--- config.mk ---
export PLATFORM = sky130hd
export DESIGN_NAME = dmem_arbiter
export DESIGN_NICKNAME = d
export VERILOG_FILES = /design/src/rtl/dmem_arbiter.sv
export SDC_FILE = /design/constraint.sdc
export NUM_CORES = 1
export LEC_CHECK = 0
export CORE_ASPECT_RATIO = 0.6
export CORE_UTILIZATION = 39
export CTS_CLUSTER_DIAMETER = 40
export CTS_CLUSTER_SIZE = 14
export DETAILED_ROUTE_END_ITERATION = 8
export PLACE_DENSITY = 0.8
export SYNTH_ARGS = -nofsm -noshare
export SYNTH_HDL_FRONTEND = slang
export SYNTH_SLANG_ARGS = --single-unit
--- constraint.sdc ---
create_clock -name clk -period 1.67 [get_ports clk]
set_input_delay 0.167 -clock clk [delete_from_list [all_inputs] [get_ports clk]]
set_output_delay 0.167 -clock clk [all_outputs]
set_load 0.02 [all_outputs]
--- src/rtl/dmem_arbiter.sv ---
// Two-port round-robin arbiter and access sequencer for the 16-word data memory.
// Port A (CPU load/store) and port B (debug/DMA loader) share one memory; each
// access takes IDLE -> ACCESS -> RESP, with a single-cycle strobe and a single-cycle ack.
module dmem_arbiter #(
  parameter int DATA_W     = 16,
  parameter int ADDR_W     = 16,
  parameter int DEPTH_LOG2 = 4
) (
  input  logic              clk,
  input  logic              reset_n,
  input  logic              a_req,
  input  logic              a_we,
  input  logic [ADDR_W-1:0] a_addr,
  input  logic [DATA_W-1:0] a_wdata,
  output logic              a_ack,
  output logic              a_err,
  output logic [DATA_W-1:0] a_rdata,
  input  logic              b_req,
  input  logic              b_we,
  input  logic [ADDR_W-1:0] b_addr,
  input  logic [DATA_W-1:0] b_wdata,
  output logic              b_ack,
  output logic              b_err,
  output logic [DATA_W-1:0] b_rdata,
  output logic [ADDR_W-1:0] mem_address,
  output logic [DATA_W-1:0] mem_writeData,
  output logic              mem_MemWrite,
  output logic              mem_MemRead,
  input  logic [DATA_W-1:0] mem_readData
);

  typedef enum logic [1:0] {
    IDLE   = 2'd0,
    ACCESS = 2'd1,
    RESP   = 2'd2
  } state_t;

  state_t              state;
  state_t              nextState;
  logic                grantA;
  logic                grantB;
  logic                ownerB;
  logic                lastB;
  logic                weReg;
  logic [ADDR_W-1:0]   addrReg;
  logic [DATA_W-1:0]   wdataReg;
  logic [DATA_W-1:0]   aRdataReg;
  logic [DATA_W-1:0]   bRdataReg;
  logic                inRange;

  // Only the upper address bits decide range; the full address still goes to memory.
  assign inRange       = (addrReg[ADDR_W-1:DEPTH_LOG2] == '0);
  assign mem_address   = addrReg;
  assign mem_writeData = wdataReg;
  assign a_rdata       = aRdataReg;
  assign b_rdata       = bRdataReg;

  // Next-state, grant and strobe/ack decode; outputs depend on registered state only.
  always_comb begin
    nextState    = state;
    grantA       = 1'b0;
    grantB       = 1'b0;
    mem_MemWrite = 1'b0;
    mem_MemRead  = 1'b0;
    a_ack        = 1'b0;
    a_err        = 1'b0;
    b_ack        = 1'b0;
    b_err        = 1'b0;
    case (state)
      IDLE: begin
        // On a tie the port that did not go last wins.
        grantA = a_req && (!b_req || lastB);
        grantB = b_req && (!a_req || !lastB);
        if (grantA || grantB) nextState = ACCESS;
      end
      ACCESS: begin
        mem_MemWrite = inRange && weReg;
        mem_MemRead  = inRange && !weReg;
        nextState    = RESP;
      end
      RESP: begin
        a_ack     = !ownerB;
        a_err     = !ownerB && !inRange;
        b_ack     = ownerB;
        b_err     = ownerB && !inRange;
        nextState = IDLE;
      end
      default: nextState = IDLE;
    endcase
  end

  // FSM state register; reset abandons any in-flight access.
  always_ff @(posedge clk or negedge reset_n) begin
    if (!reset_n) state <= IDLE;
    else          state <= nextState;
  end

  // Latch the winning request at the grant edge so later input changes are ignored.
  always_ff @(posedge clk or negedge reset_n) begin
    if (!reset_n) begin
      ownerB   <= 1'b0;
      lastB    <= 1'b1;
      weReg    <= 1'b0;
      addrReg  <= '0;
      wdataReg <= '0;
    end else if (state == IDLE && (grantA || grantB)) begin
      ownerB   <= grantB;
      lastB    <= grantB;
      weReg    <= grantB ? b_we    : a_we;
      addrReg  <= grantB ? b_addr  : a_addr;
      wdataReg <= grantB ? b_wdata : a_wdata;
    end
  end

  // Capture read data (or clear on error) into the owner's rdata at the end of ACCESS.
  always_ff @(posedge clk or negedge reset_n) begin
    if (!reset_n) begin
      aRdataReg <= '0;
      bRdataReg <= '0;
    end else if (state == ACCESS) begin
      if (!ownerB) begin
        if (!inRange)    aRdataReg <= '0;
        else if (!weReg) aRdataReg <= mem_readData;
      end else begin
        if (!inRange)    bRdataReg <= '0;
        else if (!weReg) bRdataReg <= mem_readData;
      end
    end
  end

endmodule

==> metrics.yaml <==
pwr:
  p_switching_mw: 3.02
  swShare_pct: 36.3
  pwr-share-clk_pct: 24.6
  cellPowerDensity_nw_per_um2: 1600
  pwr-share-seq_pct: 30.3
  p_leak_nw: 2.29
  ir_drop_uv: 913
  comb_power_share_pct: 45.1
  p_int_mw: 5.29
clocking:
  cts_root_buf: "clkbuf_16"
  cts_made_buffers: 9
  cts.clk_slew.worst_paths_ps: 60
  insertion_delay_ps: 330
  clock_sinks: 69
  htreeDepth: 3
  clockBufferDepth: 2
  cts_tree: "built"
global_routing:
  grt_use_total_pct: 24.0
  grt-ovfl-total: 0
  grt_pass1_wl_um: 14000
  first_global_vias: 2791
  use_met3_pct: 6.91
  grt_max_degree: 70
  gr-usage-met1_pct: 29.1
  grt.busiest_layer: "met2"
  antenna_found_initial: 0
  met2_usage_pct: 41.5
sta:
  max-slew-margin-rel_pct: 67.7
  layout_setup_ws_ps: -153
  setup-violations-final: 4
  skew_ps: 8.46
  timing.final.crit_share_pct: 109
  finalCriticalPeriod_ps: 1820
  drv_slew: 0
  tightest_slew_ps: 484
  grt_setup_unrepaired: "yes"
  final-hold-violation-count: 0
  fmax_ghz: 0.549
floorplan:
  dieHeight_um: 68.9
  die_w_um: 114
  core_area_um2: 6940
  io_pins: 156
  dieArea_um2: 7830
  rows: 23
  initial_core_util_pct: 42.0
routing:
  drt_pass1_iterations: 4
  wl_per_cell_um: 17.2
  drcViolationCount: 0
  routed_wl_um: 9160
  drtIter0Drc: 136
  dr_total_vias: 2827
  avgViaCountPerCell: 5.31
  ant_nets: 0
placed_design:
  portBuffers: 155
  dp_hpwl_um: 6420
  postPlaceCellArea_um2: 4770
  gp_congestion: 0.742
cells_and_area:
  finalNetCount: 514
  area_growth_pct: 78.8
  n_fill_cell: 494
  drive_gt1_share_pct: 16.9
  fin_util_pct: 75.1
  fin_area_um2: 5210
  n_antenna_cell: 0
outcome:
  status: "complete, but fails checks"
  violations: "setup timing"
setup_path:
  crit_path_max_fanout: 3
  worstSetupPathType: "reg2out"
  endpoint_kind: "output port"
  crit_path_max_incr_delay_ps: 410
  reg2reg_slack_ps: 30
  critPathMostFrequentCell: "buf_4"
  crit_chain: "nor4_4 -> buf_4 -> nand4_1 -> nor2_1 -> buf_4"
  worstPathRequired_ps: 1500
  cp_slowest_cell: "dfrtp_1"
  arrival_ps: 1660
  start_kind: "flip-flop"
  ff2ff_path_depth: 6
synth:
  netlist_area_um2: 2910
  synth_cells: 250
  synth_edf_count: 0
  synth.distinct_cells: 28
  synth-seq-cells: 69
  synth_warnings: 0
  ys_seq_area_share_pct: 59.3
  avgSynthCellArea_um2: 11.6
  synth_nets: 336
  synth_flop_cell: "dfrtp_1"
  async_flop_share_pct: 100
job:
  cap_violations: 0
worst_hold_path:
  min_path_type: "in2async"
## worst paths after layout
path / from / end
setup / recovery: mem_address[5]$_DFFE_PN0P_ / mem_MemWrite
hold / removal: reset_n / b_rdata[14]$_DFFE_PN0P_
setup reg to reg: mem_address[5]$_DFFE_PN0P_ / b_rdata[11]$_DFFE_PN0P_
hold reg to reg: a_rdata[13]$_DFFE_PN0P_ / a_rdata[13]$_DFFE_PN0P_
max in group asynchronous: reset_n / lastB$_DFFE_PN1P_
min in group clk: mem_readData[11] / a_rdata[11]$_DFFE_PN0P_
## cells by family after synthesis
logic type | after synthesis | synth area share [%]
buf+inv | 23 | 5.54
simple gates | 89 | 14.2
flops | 69 | 59.3
compound gates | 69 | 20.9
## synth_stat cells (2+ instances only)
cell      number  area [µm²]
buf_12         2        40.0
a22o_1        28         245
nand2_1        2        7.51
clkbuf_1      10        37.5
and3b_1        2        17.5
nor4_2         3        37.5
a221oi_1      33         289
a21o_1         2        15.0
buf_6          3        33.8
a32o_2         4        45.0
and3_1         2        12.5
inv_2          2        7.51
buf_2          4        20.0
and2b_2        2        17.5
nor2_1        71         267
dfrtp_1       68        1700
## sequential cells by signal, indices dropped and copies added (netlist names)
| signal | flops |
|---|---|
| a_rdata | 16 |
| b_rdata | 16 |
| mem_address | 16 |
| mem_writeData | 16 |
| state | 2 |
| lastB | 1 |
| ownerB | 1 |
| weReg | 1 |
## per-layer routing
metal  part of all wire (%)  routed length, µm
met1                     43               3900
met2                     48               4420
met4                    1.5                140
met5                      0                  0
met3                    7.5                690
## stage by stage
| step | hold WS (ps) | power (mW) | instances | worst slack, ps | setup TNS, ps |
|---|---|---|---|---|---|
| 2_1_floorplan | -129 | 4.26 | 250 | 64.5 | 0 |
| 3_3_place_gp | 206 | 6.09 | 514 | -242 | -2040 |
| 3_5_place_dp | 214 | 6.20 | 514 | -269 | -3030 |
| 4_1_cts | 402 | 8.29 | 532 | -174 | -583 |
| 5_1_grt | 436 | 8.74 | 532 | -277 | -2040 |
| 6_report | 380 | 8.31 | 532 | -153 | -455 |
## cell usage in the layout, fill, tap and decap left out
| master | n |
|---|---|
| buf_16 | 1 |
| nor3_1 | 1 |
| dfstp_2 | 1 |
| nand4_1 | 1 |
| nand2b_1 | 1 |
| buf_12 | 9 |
| nand3_1 | 1 |
| and3_4 | 2 |
| clkinv_2 | 1 |
| buf_2 | 1 |
| inv_6 | 1 |
| clkinvlp_4 | 2 |
| and2_4 | 1 |
| a221oi_1 | 31 |
| nand2_1 | 2 |
| clkbuf_8 | 1 |
| bufinv_16 | 2 |
| nor4_4 | 3 |
| a22o_1 | 28 |
| dlymetal6s2s_1 | 5 |
| and3b_2 | 1 |
| nor3_4 | 1 |
| clkbuf_16 | 9 |
| dfrtp_1 | 68 |
| a221oi_2 | 2 |
| buf_6 | 4 |
| dlygate4sd3_1 | 1 |
| a21bo_2 | 1 |
| clkdlybuf4s50_1 | 143 |
| a21o_1 | 2 |
| buf_4 | 22 |
| nor3b_1 | 1 |
| inv_2 | 1 |
| and2b_2 | 2 |
| nor2_1 | 71 |
| and3b_1 | 1 |
| o21ai_2 | 1 |
| dlygate4sd2_1 | 2 |
| a32o_2 | 4 |
## power by group through the flow
stage                     Clock, mW  Combinational [mW]  Sequential (mW)
after floorplan                   0                1.27             2.98
final                          2.05                3.75             2.51
after global routing           2.15                4.02             2.57
after CTS                      2.07                3.75             2.46
after global placement            0                3.64             2.45
after detailed placement          0                3.72             2.49
## repair_timing
item,4_1_cts,5_1_grt
hold endpoints to repair,68,0
resized for setup,32,12
gates cloned,1,0
pin swaps,5,2
setup buffers,1,1
hold buffers,1,0
endpoints found under the setup margin,35,41
## layout make-up
cell class | count | area [µm²] | area share [%]
well taps | 100 | 125 | 2.40
inverters | 2 | 8.76 | 0.168
flip-flops and latches | 69 | 1730 | 33.2
repair buffers | 188 | 1940 | 37.3
clock buffers | 10 | 239 | 4.59
multi-input cells | 158 | 1080 | 20.7
clock inverters | 5 | 83.8 | 1.61
## worst max-delay path, delay by kind of cell (launching register included)
| family | cells | cell delay [ps] |
|---|---|---|
| buffers and inverters | 2 | 310 |
| flip-flops | 1 | 410 |
| AND/OR/NAND/NOR | 3 | 610 |
Power figures use the tool's default switching activity.
